[src/rtl/costas_run_monitor.sv]
// Run controller and result monitor for N_CH Costas demodulator channels.
// Optional per-channel inter-byte stall detection is enabled by defining STALL_DETECT_EN.
module costas_run_monitor #(
    parameter int unsigned N_CH         = 4,
    parameter int unsigned CNT_W        = 32,
    parameter int unsigned BCNT_W       = 16,
    parameter int unsigned STALL_CYCLES = 1024
) (
    input  logic                   clk,
    input  logic                   reset,
    input  logic                   start,
    input  logic [CNT_W-1:0]       maxCycles,
    input  logic [N_CH-1:0]        pushByte,
    input  logic [8*N_CH-1:0]      Byte,
    input  logic [N_CH-1:0]        Sync,
    input  logic [N_CH-1:0]        lastByte,
    output logic                   busy,
    output logic                   done,
    output logic                   timeout,
    output logic [N_CH-1:0]        chDone,
    output logic [BCNT_W*N_CH-1:0] byteCnt,
    output logic [16*N_CH-1:0]     chkSum,
    output logic [CNT_W-1:0]       cycleCnt,
    output logic [N_CH-1:0]        stall
);

    typedef enum logic [1:0] {StIdle, StRun, StFinish} run_state_e;
    typedef enum logic [1:0] {ChWait, ChRx, ChEnd} ch_state_e;

    localparam logic [CNT_W-1:0]  CntOne  = 1;
    localparam logic [BCNT_W-1:0] BcntOne = 1;

    run_state_e       state;
    logic [CNT_W-1:0] budget;
    logic             running;
    logic             restart;
    logic [N_CH-1:0]  fin;
    logic             all_done_next;
    logic             limit_hit;

    assign running       = (state == StRun);
    assign restart       = start && (state != StRun);
    // A channel finishing on the limit cycle counts as finished, so done wins over timeout.
    assign all_done_next = &(chDone | fin);
    assign limit_hit     = (budget != '0) && (cycleCnt == budget - CntOne);

    always_ff @(posedge clk) begin
        if (reset) begin
            state    <= StIdle;
            budget   <= '0;
            busy     <= 1'b0;
            done     <= 1'b0;
            timeout  <= 1'b0;
            cycleCnt <= '0;
        end else begin
            case (state)
                StIdle, StFinish: begin
                    if (start) begin
                        state    <= StRun;
                        budget   <= maxCycles;
                        busy     <= 1'b1;
                        done     <= 1'b0;
                        timeout  <= 1'b0;
                        cycleCnt <= '0;
                    end
                end
                StRun: begin
                    if (cycleCnt != '1) begin
                        cycleCnt <= cycleCnt + CntOne;
                    end
                    if (&chDone) begin
                        done  <= 1'b1;
                        busy  <= 1'b0;
                        state <= StFinish;
                    end else if (limit_hit && !all_done_next) begin
                        timeout <= 1'b1;
                        busy    <= 1'b0;
                        state   <= StFinish;
                    end
                end
                default: state <= StIdle;
            endcase
        end
    end

    for (genvar i = 0; i < N_CH; i++) begin : g_ch
        ch_state_e         st;
        logic [BCNT_W-1:0] cnt;
        logic [15:0]       sum;
        logic              ch_done_q;
        logic [7:0]        b;
        logic              accept;
        logic              last;
        logic              stall_hit;

        assign b      = Byte[8*i +: 8];
        // Outside RX a byte is only taken together with Sync.
        assign accept = running && pushByte[i] && ((st == ChRx) || ((st == ChWait) && Sync[i]));
        assign last   = accept && lastByte[i];
        assign fin[i] = last || stall_hit;

        always_ff @(posedge clk) begin
            if (reset || restart) begin
                st        <= ChWait;
                cnt       <= '0;
                sum       <= '0;
                ch_done_q <= 1'b0;
            end else if (running) begin
                if (accept) begin
                    if (cnt != '1) begin
                        cnt <= cnt + BcntOne;
                    end
                    sum <= sum + {8'h00, b};
                end
                case (st)
                    ChWait:  if (Sync[i]) st <= last ? ChEnd : ChRx;
                    ChRx:    if (fin[i]) st <= ChEnd;
                    default: st <= ChEnd;
                endcase
                if (fin[i]) begin
                    ch_done_q <= 1'b1;
                end
            end
        end

`ifdef STALL_DETECT_EN
        localparam int unsigned  GapW    = $clog2(STALL_CYCLES + 1);
        localparam logic [GapW-1:0] GapOne  = 1;
        localparam logic [GapW-1:0] GapLast = GapW'(STALL_CYCLES - 1);

        logic [GapW-1:0] gap;
        logic            stall_q;

        // The idle cycle that brings the gap to STALL_CYCLES closes the channel.
        assign stall_hit = running && (st == ChRx) && !pushByte[i] && (gap == GapLast);

        always_ff @(posedge clk) begin
            if (reset || restart) begin
                gap     <= '0;
                stall_q <= 1'b0;
            end else if (running) begin
                if ((st == ChWait) && Sync[i]) begin
                    gap <= '0;
                end else if (st == ChRx) begin
                    gap <= pushByte[i] ? '0 : gap + GapOne;
                end
                if (stall_hit) begin
                    stall_q <= 1'b1;
                end
            end
        end

        assign stall[i] = stall_q;
`else
        assign stall_hit = 1'b0;
        assign stall[i]  = 1'b0;
`endif

        assign chDone[i]                   = ch_done_q;
        assign byteCnt[BCNT_W*i +: BCNT_W] = cnt;
        assign chkSum[16*i +: 16]          = sum;
    end

endmodule
[config.mk]
export PLATFORM = sky130hd
export DESIGN_NAME = costas_run_monitor
export DESIGN_NICKNAME = d
export VERILOG_FILES = /design/src/rtl/costas_run_monitor.sv
export SDC_FILE = /design/constraint.sdc
export NUM_CORES = 1
export LEC_CHECK = 0
export ABC_CLOCK_PERIOD_IN_PS = 7300
export BUFFER_PORTS_ARGS = -buffer_cell sky130_fd_sc_hd__buf_4
export CAP_MARGIN = 15
export CORE_ASPECT_RATIO = 1.75
export CORE_MARGIN = 2
export CORE_UTILIZATION = 55
export DETAILED_ROUTE_END_ITERATION = 6
export GPL_ROUTABILITY_DRIVEN = 0
export PLACE_DENSITY = 0.77
export SETUP_SLACK_MARGIN = 0.4
export SYNTH_ARGS = -nofsm -noshare
export SYNTH_HDL_FRONTEND = slang
export SYNTH_SLANG_ARGS = --single-unit
[constraint.sdc]
create_clock -name clk -period 7.3 [get_ports clk]
set_input_delay 1.46 -clock clk [delete_from_list [all_inputs] [get_ports clk]]
set_output_delay 1.46 -clock clk [all_outputs]
set_load 0.1 [all_outputs]
Word level (Yosys, flattened, before mapping) --
Cells that the tools add are included.
Word-level totals: bits in registers 209, input port bits 79, output and inout bits 171, logic and storage cells 150
Cells by class: add/sub/neg operators 10, equal/unequal tests 27, muxes and demuxes 33, bitwise logic cells 1, reductions and logical operators 57
Operators with widths (count):
- $add 16x1->16 const B | 4
- $add 16x8->16 | 4
- $mux 32 | 2
- $ne 16x16->1 const B | 4
- $pmux 32 s2 | 1
- $reduce_and 3->1 | 11
- $add 32x1->32 const B | 1
- $eq 32x32->1 | 1
- $ne 32x32->1 const B | 1
- $reduce_bool 32->1 | 1
- $sub 32x1->32 const B | 1
- $mux 2 | 15
- $ne 2x2->1 const B | 10
- $pmux 2 s2 | 5
- $reduce_and 2->1 | 10
- $logic_and 1x1->1 | 19
- $reduce_and 4->1 | 3
- $eq 2x1->1 const B | 5
- $logic_not 2->1 | 5
- $ne 2x1->1 const B | 4
- $mux 1 | 7
- $pmux 1 s2 | 3
- $logic_or 1x1->1 | 5
- $or 4x4->4 | 1
- other kinds (5) | 5

Logic depth before layout (Yosys ltp) --
depth in word-level cells 12, depth in mapped cells 11, mapped depth without buffers 11

Worst setup path before layout --
OpenSTA, ideal clock, no wires.
path type input-to-reg, start point input port Sync[0], end point register g_ch[0].cnt[11], library setup time 70 ps, arrival time 3733 ps, data required time 7230 ps, setup slack 3497 ps, cell stages on the path 9, path buffers 2, cell sequence nor2_1 or4b_1 clkbuf_1 a41oi_1 nand4_1 or3_1 clkbuf_1 or3_1 a21oi_1
On the way: cells in the longest elaborated chain, start to end 4
Ends and longest elaborated chain:
- start: declaration | RTL line 15 | input logic [N_CH-1:0] Sync,
- $logic_and 1x1->1 | RTL line 98 | assign accept = running && pushByte[i] && ((st == ChRx) || ((st == ChWait) && Sync[i]));
- $logic_or 1x1->1 | RTL line 98
- $logic_and 1x1->1 | RTL line 98
- $reduce_and 3->1 (no line)
- end signal: assignment | RTL line 111 | cnt <= cnt + BcntOne;
- end: declaration | RTL line 88 | logic [BCNT_W-1:0] cnt;
Every way passes these cells. A chain may end at the register's enable or synchronous reset.

Final worst setup path --
start point register budget[0], end point register busy
On the way: cells in the longest elaborated chain, start to end 6, elaborated cells on any way between the ends 7, classes of those cells 1 x add/sub; 2 x eq/ne; 4 x reduce/logical
Ends and longest elaborated chain:
- start: declaration | RTL line 34 | logic [CNT_W-1:0] budget;
- start signal: assignment | RTL line 60 | budget <= maxCycles;
- $sub 32x1->32 | RTL line 45 | assign limit_hit = (budget != '0) && (cycleCnt == budget - CntOne);
- $eq 32x32->1 | RTL line 45
- $logic_and 1x1->1 * | RTL line 45
- $logic_and 1x1->1 * | RTL line 75 | end else if (limit_hit && !all_done_next) begin
- $ne 3x1->1 (no line) *
- $reduce_and 3->1 (no line) *
- end signal: assignment | RTL line 51 | busy <= 1'b0;
- end signal: assignment | RTL line 73 | busy <= 1'b0;
- end signal: assignment | RTL line 77 | busy <= 1'b0;
- end: declaration | RTL line 17 | output logic busy,
Mark *: on every way between the ends. The rest lies on a longest branch, timed or not.

==> impl_metrics.py <==
metrics = {
    "cts": {
        "cts-hold-fix-buffers": 0,
        "clk_pin_slew_ps": 70,
        "cts_setup_buffers": 0,
        "clk_latency_ps": 500,
        "cts.sinks": 209,
        "cts_tree": "built",
        "cts_root_buf": "clkbuf_16",
        "cts_made_buffers": 21,
        "clockBufferDepth": 3,
        "cts_resized": 0,
        "h-tree-depth": 1,
    },
    "die": {
        "die_width_um": 111,
        "rows": 68,
        "ios": 250,
        "core_area_um2": 19700,
        "die_h_um": 191,
        "initial_core_util_pct": 55.6,
        "dieArea_um2": 21100,
    },
    "synth": {
        "synth_cell_types": 68,
        "synth_flop_cell": "dfxtp_1",
        "synth_compound_area_share_pct": 12.2,
        "synth_most_common_cell": "dfxtp_1",
        "synth_top_area_share_pct": 38.3,
        "synth-adder-area-share_pct": 5.08,
        "synth_commonest_cells": "dfxtp_1 (209), nor2_1 (190), nand2_1 (164)",
        "syn_inst": 1350,
        "async_flop_share_pct": 0,
        "avgSynthCellArea_um2": 8.10,
        "yosysSeqAreaShare_pct": 38.3,
        "synth_top_cell_by_area": "dfxtp_1",
        "synthSimpleGateAreaFrac_pct": 26.8,
        "synth_area_leaders": "dfxtp_1 (38%), xnor2_1 (7.1%), nor2_1 (6.5%), nand2_1 (5.6%), a21oi_1 (5.4%)",
        "synth_area_um2": 10900,
        "synth_mux_area_share_pct": 1.48,
        "synth_seq_cells": 209,
        "synth-xor-area-share_pct": 12.2,
        "yosysWarnings": 0,
        "synth_top_family_by_area": "simple AND/OR/NAND/NOR gates",
        "synth-edff-count": 0,
    },
    "timing": {
        "tightest_slew_ps": 1140,
        "setup_ws_ps": 3560,
        "max_freq_mhz": 267,
        "setup-tns-final_ps": 0,
        "fin_crit_ps": 3740,
        "slew_viol_final": 0,
        "setup_viol": 0,
        "finalHoldViolCount": 0,
        "holdWs_ps": 477,
        "rsz0062_at_grt": "false",
        "fin_worst_skew_ps": 11.0,
        "relSlewSlack_pct": 23.8,
        "timing.final.crit_share_pct": 51.3,
    },
    "routing": {
        "wl_per_cell_um": 16.0,
        "first_pass_iters": 5,
        "drc": 0,
        "drt-total-wl_um": 29300,
        "vias": 10300,
        "ant_nets": 0,
        "viasPerCell": 5.61,
        "initialDrtViolationCount": 633,
    },
    "worst_setup_path": {
        "cp_top_family": "simple AND/OR/NAND/NOR gates",
        "critical_path.startpoint_type": "register",
        "reg2reg_to": "busy",
        "crit_path_top_delay_cell": "o31ai_1",
        "endpoint_kind": "register",
        "reg2regPathDepth": 9,
        "crit-reg2reg-launch": "budget[0]",
        "crit_chain": "inv_1 -> ha_1 -> or3b_2 -> or4_1 -> o31ai_1 -> o311a_1 -> nand4_1 -> nor4_2 -> o21ai_0",
        "crit_buf_inv": 1,
        "worstPathMaxFanout": 9,
        "worstSetupPathType": "reg -> reg",
        "reg2reg_setup_slack_ps": 3560,
        "arrival_ps": 4100,
        "worstPathRequired_ps": 7660,
        "critPathMaxStageDelay_ps": 600,
    },
    "grt": {
        "groute.usage.overall_pct": 26.8,
        "grt_pass1_vias": 10000,
        "grt_remaining_overflow": 0,
        "antenna_found_initial": 0,
        "grt_max_degree": 88,
        "grt_pass1_wl_um": 47500,
    },
    "cells_and_area": {
        "area_delta_synth_final_pct": 25.0,
        "layout.nets": 1691,
        "num_antenna_cells": 0,
        "drive_above_1_share_pct": 19.3,
    },
    "pwr": {
        "leakage_nw": 5.46,
        "pwr_density_cell_nw_per_um2": 202,
        "ir_worst_vdd_uv": 339,
    },
    "hold_path": {
        "worstHoldPathCells": 2,
        "hp-start": "g_ch[2].sum[5]",
        "holdPathEnd": "g_ch[2].sum[5]",
        "min-delay-path-class": "reg -> reg",
    },
    "placed_design": {
        "hpwl_um": 21700,
        "portBuffers": 245,
        "dp_slack_ps": 3200,
    },
    "run_status": {
        "status": "completed",
    },
    "run": {
        "max_cap_viol_count": 0,
    },
}
==> cell families (layout without fill, tap and decap cells) <==
| logic type | after synthesis | after routing |
|---|---|---|
| xor gates and xnor gates | 152 | 152 |
| adders and majority gates | 42 | 42 |
| DFF | 209 | 209 |
| and+or+nand+nor | 601 | 601 |
| other | 1 | 4 |
| buffers and inverters | 96 | 327 |
| muxes | 16 | 16 |
| AOI/OAI and AO/OA | 233 | 233 |
==> registers in the layout, summed over array words and instances (netlist names) <==
| signal | count |
|---|---|
| cycleCnt | 32 |
| done | 1 |
| g_ch.cnt | 64 |
| timeout | 1 |
| state | 2 |
| busy | 1 |
| budget | 32 |
| g_ch.ch_done_q | 4 |
| g_ch.st | 8 |
| g_ch.sum | 64 |
==> tightest hold or removal path, cell delays in order (launching register included) <==
cell and delay [ps]:
dfxtp_1 330, nand2_1 60, a21oi_1 50
==> where the power goes <==
group	switching (mW)	internal (mW)	total, mW	leakage (nW)
clock network	0.465	0.771	1.24	0.387
registers	0.0260	1.16	1.19	1.69
logic	0.214	0.124	0.338	3.38
==> placed cells by master (no fill, tap or decap), drive strengths merged, types with 40 or more instances in the layout <==
cell,count
a21oi,117
nand3,40
inv,40
nor2,190
xnor2,89
buf,251
xor2,63
dfxtp,209
o21ai,53
nand2,164
==> layer usage <==
metal	routed length, um	up-vias	global-route usage, %
li1	-	5083	-
met1	10500	4806	27.2
met2	15700	280	51.9
met3	1850	89	5.63
met4	1260	0	11.8
met5	0	-	0
==> area by class of cell <==
| cell class | instances | area (um^2) |
|---|---|---|
| Timing Repair Buffer | 251 | 1880 |
| Multi-Input combinational cell | 1048 | 6350 |
| Tap cell | 245 | 307 |
| Clock inverter | 12 | 220 |
| Clock buffer | 25 | 571 |
| Fill cell | 1679 | 5990 |
| Inverter | 39 | 146 |
| Sequential cell | 209 | 4180 |
==> worst max-delay path by stage <==
stage,start,endpoint,cells past startpoint
2_1_floorplan,Sync[0],g_ch[0].cnt[11],9
3_3_place_gp,Sync[0],g_ch[0].cnt[13],9
3_5_place_dp,Sync[0],g_ch[0].cnt[13],9
4_1_cts,budget[0],busy,9
5_1_grt,budget[0],busy,9
6_report,budget[0],busy,9
==> stage by stage <==
| stage | total power, mW | instance area (um^2) | utilization, % | instances |
|---|---|---|---|---|
| finish | 2.76 | 13700 | 69.5 | 1829 |
| global route | 2.86 | 13700 | 69.5 | 1829 |
| CTS | 2.78 | 13700 | 69.5 | 1829 |
| detailed placement | 1.54 | 12900 | 65.5 | 1792 |
| global placement | 1.54 | 12900 | 65.5 | 1792 |
| floorplan | 1.45 | 10900 | - | 1353 |
Power figures use the tool's default switching activity.
